## config.mk

```make
export PLATFORM = sky130hd
export DESIGN_NAME = seg_scan_controller
export DESIGN_NICKNAME = d
export VERILOG_FILES = /design/src/rtl/seg_scan_pkg.sv /design/src/rtl/bin4_to_7seg.sv /design/src/rtl/seg_scan_controller.sv
export SDC_FILE = /design/constraint.sdc
export NUM_CORES = 1
export LEC_CHECK = 0
export ABC_AREA = 1
export ABC_CLOCK_PERIOD_IN_PS = 2430
export BUFFER_PORTS_ARGS = -buffer_cell sky130_fd_sc_hd__buf_2
export CAP_MARGIN = 0
export CORE_MARGIN = 4
export CORE_UTILIZATION = 53
export CTS_BUF_LIST = sky130_fd_sc_hd__clkbuf_16
export CTS_CLUSTER_DIAMETER = 50
export DETAILED_ROUTE_END_ITERATION = 8
export GPL_ROUTABILITY_DRIVEN = 0
export GPL_TIMING_DRIVEN = 0
export PLACE_DENSITY = 0.76
export REMOVE_ABC_BUFFERS = 1
export SLEW_MARGIN = 5
export SYNTH_ARGS = -nofsm -noshare
export SYNTH_HDL_FRONTEND = slang
export SYNTH_HIERARCHICAL = 1
export SYNTH_SLANG_ARGS = --single-unit
```

## constraint.sdc

```tcl
create_clock -name clk -period 2.43 [get_ports clk]
set_input_delay 0.243 -clock clk [delete_from_list [all_inputs] [get_ports clk]]
set_output_delay 0.243 -clock clk [all_outputs]
set_load 0.005 [all_outputs]
```

## src/rtl/seg_scan_pkg.sv

```systemverilog
// Shared types and constants for the seven-segment scan controller.
package seg_scan_pkg;

    typedef enum logic {
        StBlank = 1'b0,
        StShow  = 1'b1
    } scan_state_e;

    localparam int unsigned NUM_DIGITS = 4;
    localparam int unsigned DIGIT_W    = $clog2(NUM_DIGITS);
    localparam logic [DIGIT_W-1:0] LAST_DIGIT = DIGIT_W'(NUM_DIGITS - 1);
    localparam logic [3:0] AN_OFF  = 4'b1111;
    localparam logic [6:0] SEG_OFF = 7'b1111111;

    // Active-low one-hot anode strobe for a digit index.
    function automatic logic [3:0] an_strobe(input logic [DIGIT_W-1:0] digit);
        return ~(4'b0001 << digit);
    endfunction

endpackage

```

## src/rtl/bin4_to_7seg.sv

```systemverilog
// Hex nibble to active-low seven-segment pattern, bit order {g,f,e,d,c,b,a}.
module bin4_to_7seg (
    input  logic [3:0] i_nib,
    output logic [6:0] o_seg
);

    always_comb begin
        o_seg = 7'b1111111;
        unique case (i_nib)
            4'h0: o_seg = 7'b1000000;
            4'h1: o_seg = 7'b1111001;
            4'h2: o_seg = 7'b0100100;
            4'h3: o_seg = 7'b0110000;
            4'h4: o_seg = 7'b0011001;
            4'h5: o_seg = 7'b0010010;
            4'h6: o_seg = 7'b0000010;
            4'h7: o_seg = 7'b1111000;
            4'h8: o_seg = 7'b0000000;
            4'h9: o_seg = 7'b0010000;
            4'hA: o_seg = 7'b0001000;
            4'hB: o_seg = 7'b0000011;
            4'hC: o_seg = 7'b1000110;
            4'hD: o_seg = 7'b0100001;
            4'hE: o_seg = 7'b0000110;
            4'hF: o_seg = 7'b0001110;
            default: o_seg = 7'b1111111;
        endcase
    end

endmodule

```

## src/rtl/seg_scan_controller.sv

```systemverilog
// Four-digit seven-segment scan with per-digit blanking gap and frame-aligned value buffer.
// Optional leading-zero blanking is enabled by defining SEG_SCAN_LZB_EN.
module seg_scan_controller
    import seg_scan_pkg::*;
#(
    parameter int unsigned TICKS_PER_DIGIT = 100000,
    parameter int unsigned BLANK_TICKS     = 1000
) (
    input  logic        clk,
    input  logic        rst,
    input  logic [15:0] val,
    input  logic        val_load,
    input  logic [3:0]  digit_en,
    output logic [6:0]  seg,
    output logic [3:0]  an,
    output logic        frame_done
);

    localparam int unsigned MaxTicks = (TICKS_PER_DIGIT > BLANK_TICKS) ?
                                       TICKS_PER_DIGIT : BLANK_TICKS;
    localparam int unsigned TickW    = (MaxTicks > 1) ? $clog2(MaxTicks) : 1;
    localparam logic [TickW-1:0] BlankLast = TickW'(BLANK_TICKS - 1);
    localparam logic [TickW-1:0] ShowLast  = TickW'(TICKS_PER_DIGIT - 1);

    scan_state_e        r_state, w_state_d;
    logic [DIGIT_W-1:0] r_digit, w_digit_d;
    logic [TickW-1:0]   r_tick,  w_tick_d;

    logic [15:0] r_active, r_pending;
    logic        r_pend_valid;

    logic [3:0] w_lzb_mask, w_digit_on;
    logic [3:0] w_nibble;
    logic [6:0] w_seg_dec;
    logic       w_show_d;
    logic [3:0] w_an_d;
    logic [6:0] w_seg_d;
    logic       w_fd_d;

    logic [3:0] r_an;
    logic [6:0] r_seg;
    logic       r_frame_done;

    always_comb begin
        w_state_d = r_state;
        w_digit_d = r_digit;
        w_tick_d  = r_tick + TickW'(1);
        unique case (r_state)
            StBlank: begin
                if (r_tick == BlankLast) begin
                    w_state_d = StShow;
                    w_tick_d  = '0;
                end
            end
            StShow: begin
                if (r_tick == ShowLast) begin
                    w_state_d = StBlank;
                    w_digit_d = r_digit + DIGIT_W'(1);
                    w_tick_d  = '0;
                end
            end
            default: begin
                w_state_d = StBlank;
                w_tick_d  = '0;
            end
        endcase
    end

    always_ff @(posedge clk or posedge rst) begin
        if (rst) begin
            r_state <= StBlank;
            r_digit <= '0;
            r_tick  <= '0;
        end else begin
            r_state <= w_state_d;
            r_digit <= w_digit_d;
            r_tick  <= w_tick_d;
        end
    end

    // r_frame_done marks the boundary cycle; a load on that same cycle waits a frame.
    always_ff @(posedge clk or posedge rst) begin
        if (rst) begin
            r_active     <= '0;
            r_pending    <= '0;
            r_pend_valid <= 1'b0;
        end else begin
            if (r_frame_done && r_pend_valid) begin
                r_active <= r_pending;
            end
            if (val_load) begin
                r_pending    <= val;
                r_pend_valid <= 1'b1;
            end else if (r_frame_done) begin
                r_pend_valid <= 1'b0;
            end
        end
    end

`ifdef SEG_SCAN_LZB_EN
    always_comb begin
        w_lzb_mask    = 4'b0001;
        w_lzb_mask[3] = |r_active[15:12];
        w_lzb_mask[2] = |r_active[15:8];
        w_lzb_mask[1] = |r_active[15:4];
    end
`else
    assign w_lzb_mask = 4'b1111;
`endif

    assign w_digit_on = digit_en & w_lzb_mask;
    assign w_nibble   = r_active[4*w_digit_d +: 4];

    bin4_to_7seg u_dec (
        .i_nib (w_nibble),
        .o_seg (w_seg_dec)
    );

    // Outputs are decoded from next-state so they switch on the same edge as the FSM.
    always_comb begin
        w_show_d = (w_state_d == StShow) && w_digit_on[w_digit_d];
        w_an_d   = w_show_d ? an_strobe(w_digit_d) : AN_OFF;
        w_seg_d  = w_show_d ? w_seg_dec : SEG_OFF;
        w_fd_d   = (w_state_d == StShow) && (w_digit_d == LAST_DIGIT) && (w_tick_d == ShowLast);
    end

    always_ff @(posedge clk or posedge rst) begin
        if (rst) begin
            r_an         <= AN_OFF;
            r_seg        <= SEG_OFF;
            r_frame_done <= 1'b0;
        end else begin
            r_an         <= w_an_d;
            r_seg        <= w_seg_d;
            r_frame_done <= w_fd_d;
        end
    end

    assign an         = r_an;
    assign seg        = r_seg;
    assign frame_done = r_frame_done;

endmodule

```

# After elaboration in Yosys (flattened, before gate mapping)

Memories as Yosys holds them, arrays and structs flattened.
Cells that the tools add are included.

Add/subtract/negate cells: 2
Magnitude comparators: 1
Equality and inequality tests: 4
Shift-type cells: 2
Muxes and demuxes: 14
Bitwise logic cells: 2
Reductions and logical operators: 5

Operator list:

| operator                                                              | count |
|---|---|
| 17-bit == test (second input constant)                                | 2 |
| 17-bit 2-to-1 mux                                                     | 2 |
| 17-bit case mux with 2 select lines                                   | 1 |
| 17-bit by 1-bit adder with 17-bit output (second input constant)      | 1 |
| 17-bit by 10-bit == test with 1-bit output (second input constant)    | 1 |
| 16-bit by 5-bit variable part select with 4-bit output                | 1 |
| 7-bit 2-to-1 mux                                                      | 1 |
| 1-bit 2-to-1 mux                                                      | 5 |
| 1-bit logical AND                                                     | 4 |
| 2-bit 2-to-1 mux                                                      | 2 |
| 4-bit 2-to-1 mux                                                      | 1 |
| 4-bit inverter                                                        | 1 |
| 1-bit by 2-bit left shift with 4-bit output (first input constant)    | 1 |
| 2-bit by 3-bit < comparator with 1-bit output (second input constant) | 1 |
| 2-bit by 1-bit adder with 2-bit output (second input constant)        | 1 |
| 1-bit binary-select mux with 2-bit select                             | 1 |
| 2-bit == test (second input constant)                                 | 1 |
| 1-bit case mux with 2 select lines                                    | 1 |
| 2-bit nonzero test                                                    | 1 |
| 1-bit inverter                                                        | 1 |

Register bits: 65
Memory bits (read-only): 112
Bits of input ports: 23
Output and inout port bits: 12
Logic and storage cells: 40
Memories kept: 1

Memories:

| memory          | depth | bits a word | rd ports | clocked after Yosys merged registers in | write ports | line              | text |
|---|---|---|---|---|---|---|---|
| (no name shown) | 16    | 7           | 1        | 0                                       | 0           | bin4_to_7seg.sv:9 | `unique case (i_nib)` |

# Depth between registers and ports, before layout

Depth after elaboration: 7
Mapped depth: 20
Gate-level depth less buffers: 20

# Modules after synthesis

Netlist, hierarchy kept.

By module, submodules not included:

| module              | instances | cells each | area each (sq um) | sequential area each (sq um) |
|---|---|---|---|---|
| seg_scan_controller | 1         | 378        | 3,205.6           | 1,640.3 |
| bin4_to_7seg        | 1         | 49         | 274.0             | 0.0 |

# Worst setup path after synthesis

OpenSTA, ideal clock, no wires.

Kind: reg-to-reg
Start: register r_tick[0]
End: register r_seg[3] (netlist: seg[3])
Setup time: 0.085 ns
Data arrival time: 2.419 ns
Data required time: 2.345 ns
Path slack: -0.074 ns
Stages on the path, launching flop included: 18
Buffers on the path: 0
Period minus slack after synthesis: 2.504 ns
Cell sequence: dfrtp_1 > ha_1 > nand2_4 > nor2_8 > inv_4 > nor2_8 > nand4_4 > xor2_2 > nand2_1 > inv_1 > nand2_1 > nand3_1 > inv_1 > ha_1 > nand2_1 > nand3_1 > nand2_1 > nand3b_2

Elaborated cells between the ends (all ways): 13
Classes of those cells: eq/ne: 2; shift: 1; mux: 8; reduce/logical: 1; memory: 1

RTL lines:

| item                                                   | line                       | text |
|---|---|---|
| start: declaration                                     | seg_scan_controller.sv:27  | `logic [TickW-1:0] r_tick, w_tick_d;` |
| start signal: assignment                               | seg_scan_controller.sv:77  | `r_tick <= w_tick_d;` |
| 17-bit == test                                         | seg_scan_controller.sv:56  | `if (r_tick == ShowLast) begin` |
| 2-bit 2-to-1 mux                                       | seg_scan_controller.sv:56  |  |
| 2-bit 2-to-1 mux                                       | seg_scan_controller.sv:48  | `unique case (r_state)` |
| via w_digit_d[1]                                       | seg_scan_controller.sv:26  | `logic [DIGIT_W-1:0] r_digit, w_digit_d;` |
| 16-bit by 5-bit variable part select with 4-bit output | seg_scan_controller.sv:112 | `assign w_nibble = r_active[4*w_digit_d +: 4];` |
| via w_nibble[1]                                        | seg_scan_controller.sv:33  | `logic [3:0] w_nibble;` |
| memory 16 x 7 bit                                      | -                          |  |
| via w_seg_dec[3]                                       | seg_scan_controller.sv:34  | `logic [6:0] w_seg_dec;` |
| 7-bit 2-to-1 mux                                       | seg_scan_controller.sv:123 | `w_seg_d = w_show_d ? w_seg_dec : SEG_OFF;` |
| via w_seg_d[3]                                         | seg_scan_controller.sv:37  | `logic [6:0] w_seg_d;` |
| end signal: assignment                                 | seg_scan_controller.sv:134 | `r_seg <= w_seg_d;` |
| end: declaration                                       | seg_scan_controller.sv:41  | `logic [6:0] r_seg;` |

The timed path passes the listed nets, and every way through them passes these cells. The select of a mux whose other input is x is not followed.
A chain may end at the register's enable or synchronous reset.

# Worst setup path after layout

Start: register r_tick[0]
End: register r_seg[3] (netlist: seg[3])

Elaborated cells between the ends (all ways): 13
Classes of those cells: eq/ne: 2; shift: 1; mux: 8; reduce/logical: 1; memory: 1

RTL lines:

| item                                                   | line |
|---|---|
| 17-bit == test                                         | seg_scan_controller.sv:56 |
| 2-bit 2-to-1 mux                                       | seg_scan_controller.sv:56 |
| 2-bit 2-to-1 mux                                       | seg_scan_controller.sv:48 |
| 16-bit by 5-bit variable part select with 4-bit output | seg_scan_controller.sv:112 |
| via w_nibble[0]                                        | seg_scan_controller.sv:33 |
| memory 16 x 7 bit                                      | - |
| via w_seg_dec[3]                                       | seg_scan_controller.sv:34 |
| 7-bit 2-to-1 mux                                       | seg_scan_controller.sv:123 |
| via w_seg_d[3]                                         | seg_scan_controller.sv:37 |

The timed path passes the listed nets, and every way through them passes these cells. The select of a mux whose other input is x is not followed.

==> results.py <==
metrics = {
    "worst_hold_path": {
        "hp-start": "val[12]",
        "hold_depth": 3,
        "hold_class": "primary input to flip-flop",
    },
    "setup_path": {
        "worstPathRequired_ps": 2670,
        "r2r_slack_ps": -40,
        "cp-start-kind": "flip-flop",
        "startpoint": "r_tick[0]",
        "cp_max_fo": 5,
        "arrival_ps": 2710,
        "critical_path_class": "flip-flop to flip-flop",
        "cp-endpoint": "seg[3]",
        "r2r_start": "r_tick[0]",
        "rr_endpoint": "seg[3]",
        "cp-end-kind": "flip-flop",
        "worstRegToRegCells": 17,
    },
    "timing": {
        "fin_setup_tns_ps": -133.8,
        "tightest_slew_ps": 808.6,
        "min_period_ps": 2472,
        "fin_ws_ps": -42.27,
        "fin_skew_ps": 5.926,
        "max_slew_margin_pct": 45.96,
        "finalHoldViolations": 0,
        "max_freq_mhz": 404.5,
        "maxSlewViolCount": 0,
        "fin_crit_sh_pct": 101.7,
        "rsz0062_at_grt": "true",
        "setup_viol": 5,
    },
    "clock_tree": {
        "root_buffer": "clkbuf_16",
        "path_clk_slew_ps": 60,
        "htreeDepth": 3,
        "cts_tree": "done",
        "clkLatencyLatePin_ps": 330,
        "numCtsBuffers": 9,
        "clk_path_buf_depth": 2,
        "numClockSinks": 65,
    },
    "cells_and_area": {
        "drive_gt1_share_pct": 29.77,
        "multi_input_area_mm2": 0.001774,
        "regArea_mm2": 0.001643,
        "num-fill-cells": 470,
        "diodes": 0,
        "nets": 513,
        "fin_area_mm2": 0.004443,
        "area_growth_pct": 27.69,
    },
    "yosys": {
        "synth_top_cell_by_area": "dfrtp_1",
        "ys_ff_latch": 65,
        "synth_edf_count": 0,
        "netlist_area_mm2": 0.003480,
        "synthCells": 427,
        "synthTopCellsByArea": "dfrtp_1 (39%), nand2_1 (13%), dfstp_2 (8.3%)",
        "synth_top_area_share_pct": 38.83,
        "async_flop_share_pct": 100.0,
        "synth-seq-area-share_pct": 47.14,
        "synth.most_common_cell": "nand2_1",
        "synth_ff_type": "dfrtp_1",
        "syn_area_per_cell_um2": 8.149,
        "yosysWarnings": 6,
        "ys_top_cells_by_count": "nand2_1 (118), inv_1 (55), dfrtp_1 (54), nor2_1 (38), o21ai_0 (36)",
        "synth.distinct_cells": 34,
    },
    "run_status": {
        "status": "complete, but fails checks",
        "violations": "setup timing",
    },
    "global_route": {
        "grt_pass1_vias": 2888,
        "grt_util_all_layers_pct": 21.01,
        "gr-total-overflow": 0,
        "grt_pass1_wl_um": 12810,
        "grt_antenna_before_repair": 0,
        "grt_max_degree": 40,
    },
    "placement": {
        "dpl_worst_slack_ps": -424.6,
        "numPortBuffers": 34,
        "dpl_cell_area_mm2": 0.003706,
        "dpl.hpwl_um": 4974,
    },
    "detailed_routing": {
        "viasPerCell": 5.333,
        "drc": 0,
        "wl_per_cell_um": 14.87,
        "wl_um": 8389,
        "via_count": 3008,
        "drtIter0Drc": 234,
        "route.antenna.remaining_nets": 0,
        "first_pass_iters": 5,
    },
    "floorplan": {
        "die_x_um": 89.03,
        "boundaryPins": 35,
        "core_area_mm2": 0.006350,
        "initial_core_util_pct": 54.80,
        "std_cell_rows": 29,
        "die_area_mm2": 0.007925,
        "die_h_um": 89.03,
    },
    "power_and_ir_drop": {
        "leakage_uw": 0.002269,
        "power.density_mw_per_mm2": 583.3,
        "ir_drop_mv": 0.4733,
    },
    "flow_run": {
        "max-cap-violations": 0,
    },
}
-- repair_timing --
action / in CTS / in global routing
resized for setup: 31 / 29
pin swaps: 11 / 19
hold buffers: 1 / 0
endpoints found under the setup margin: 7 / 7
endpoints found under the hold margin: 4 / 0
buffers inserted: 13 / 6
gates cloned: 0 / 0
-- cell families after synthesis --
group	Yosys count	synth area share (%)
and+or+nand+nor	231	32.69
buffers and inverters	73	8.630
DFF	65	47.14
AOI/OAI and AO/OA	40	5.933
xor gates and xnor gates	10	2.733
adders and majority gates	8	2.877
-- routing by layer --
layer	up-vias	wire (um)	GRT usage (%)
li1	1461	-	-
met2	111	4407	35.02
met1	1413	3320	25.91
met3	23	440	4.516
met4	0	219	10.28
met5	-	0	0
-- report_power, final --
part	total [uW]	switching (uW)	internal (uW)
registers	1110	5.89	1110
logic	86.2	56.9	29.3
clock network	1390	495	897
total	2590	558	2030
-- sequential cells by signal, indices dropped and copies added, names as in the netlist --
register	flops
an	4
r_pend_valid	1
r_active	16
frame_done	1
r_state	1
r_pending	16
r_tick	17
seg	7
r_digit	2
-- worst min path at each step --
stage / slack [ps] / end
after floorplan: 350 / r_pending[0]
after global placement: 450 / r_pending[3]
after detailed placement: 350 / r_pending[3]
after CTS: 120 / r_pending[14]
after global routing: 130 / r_pending[1]
final: 120 / r_pending[12]
-- critical path: stages (launching register included) --
cell,delay (ps)
dfrtp_1,390
ha_4,190
nand2_8,60
nor2_8,120
inv_4,60
nor2_8,100
nand3_4,130
nand2_4,100
nand3_1,120
inv_1,180
nand2_1,120
nand3_4,170
inv_8,70
ha_4,270
nand2_2,50
nand3_2,60
nand2_1,50
nand3b_4,140
-- cell usage in the layout (no fill, tap or decap), drive strengths merged --
master | netlist | layout
nand2 | 124 | 124
nand3 | 37 | 37
xnor2 | 1 | 1
o21bai | 1 | 1
clkinv | 0 | 3
nand3b | 9 | 9
clkinvlp | 0 | 1
dlygate4sd3 | 0 | 1
dfstp | 11 | 11
nand4 | 14 | 14
buf | 5 | 54
nor3 | 4 | 4
nor2 | 41 | 41
xor2 | 9 | 9
o21ai | 38 | 38
nor3b | 1 | 1
clkbuf | 6 | 9
ha | 8 | 8
a21oi | 1 | 1
inv | 62 | 63
dfrtp | 54 | 54
bufinv | 0 | 2
or2 | 1 | 1
-- final cells by class --
class	count	share of cell area (%)
inverter	62	5.858
clock inverter	7	2.112
tap	77	2.168
multi-input combinational	289	39.93
timing repair buffer	55	7.885
sequential	65	36.98
clock buffer	9	5.069
-- per-stage QoR --
step / util (%) / power (uW) / hold WS, ps / cells
5_1_grt: 69.97 / 2666 / 132.8 / 564
3_3_place_gp: 58.05 / 1209 / 445.3 / 527
4_1_cts: 67.09 / 2596 / 116.9 / 558
3_5_place_dp: 58.36 / 1218 / 348.7 / 528
2_1_floorplan: - / 1176 / 350.3 / 416
6_report: 69.97 / 2592 / 115.8 / 564
No activity file was read; power rests on OpenSTA's default activity.
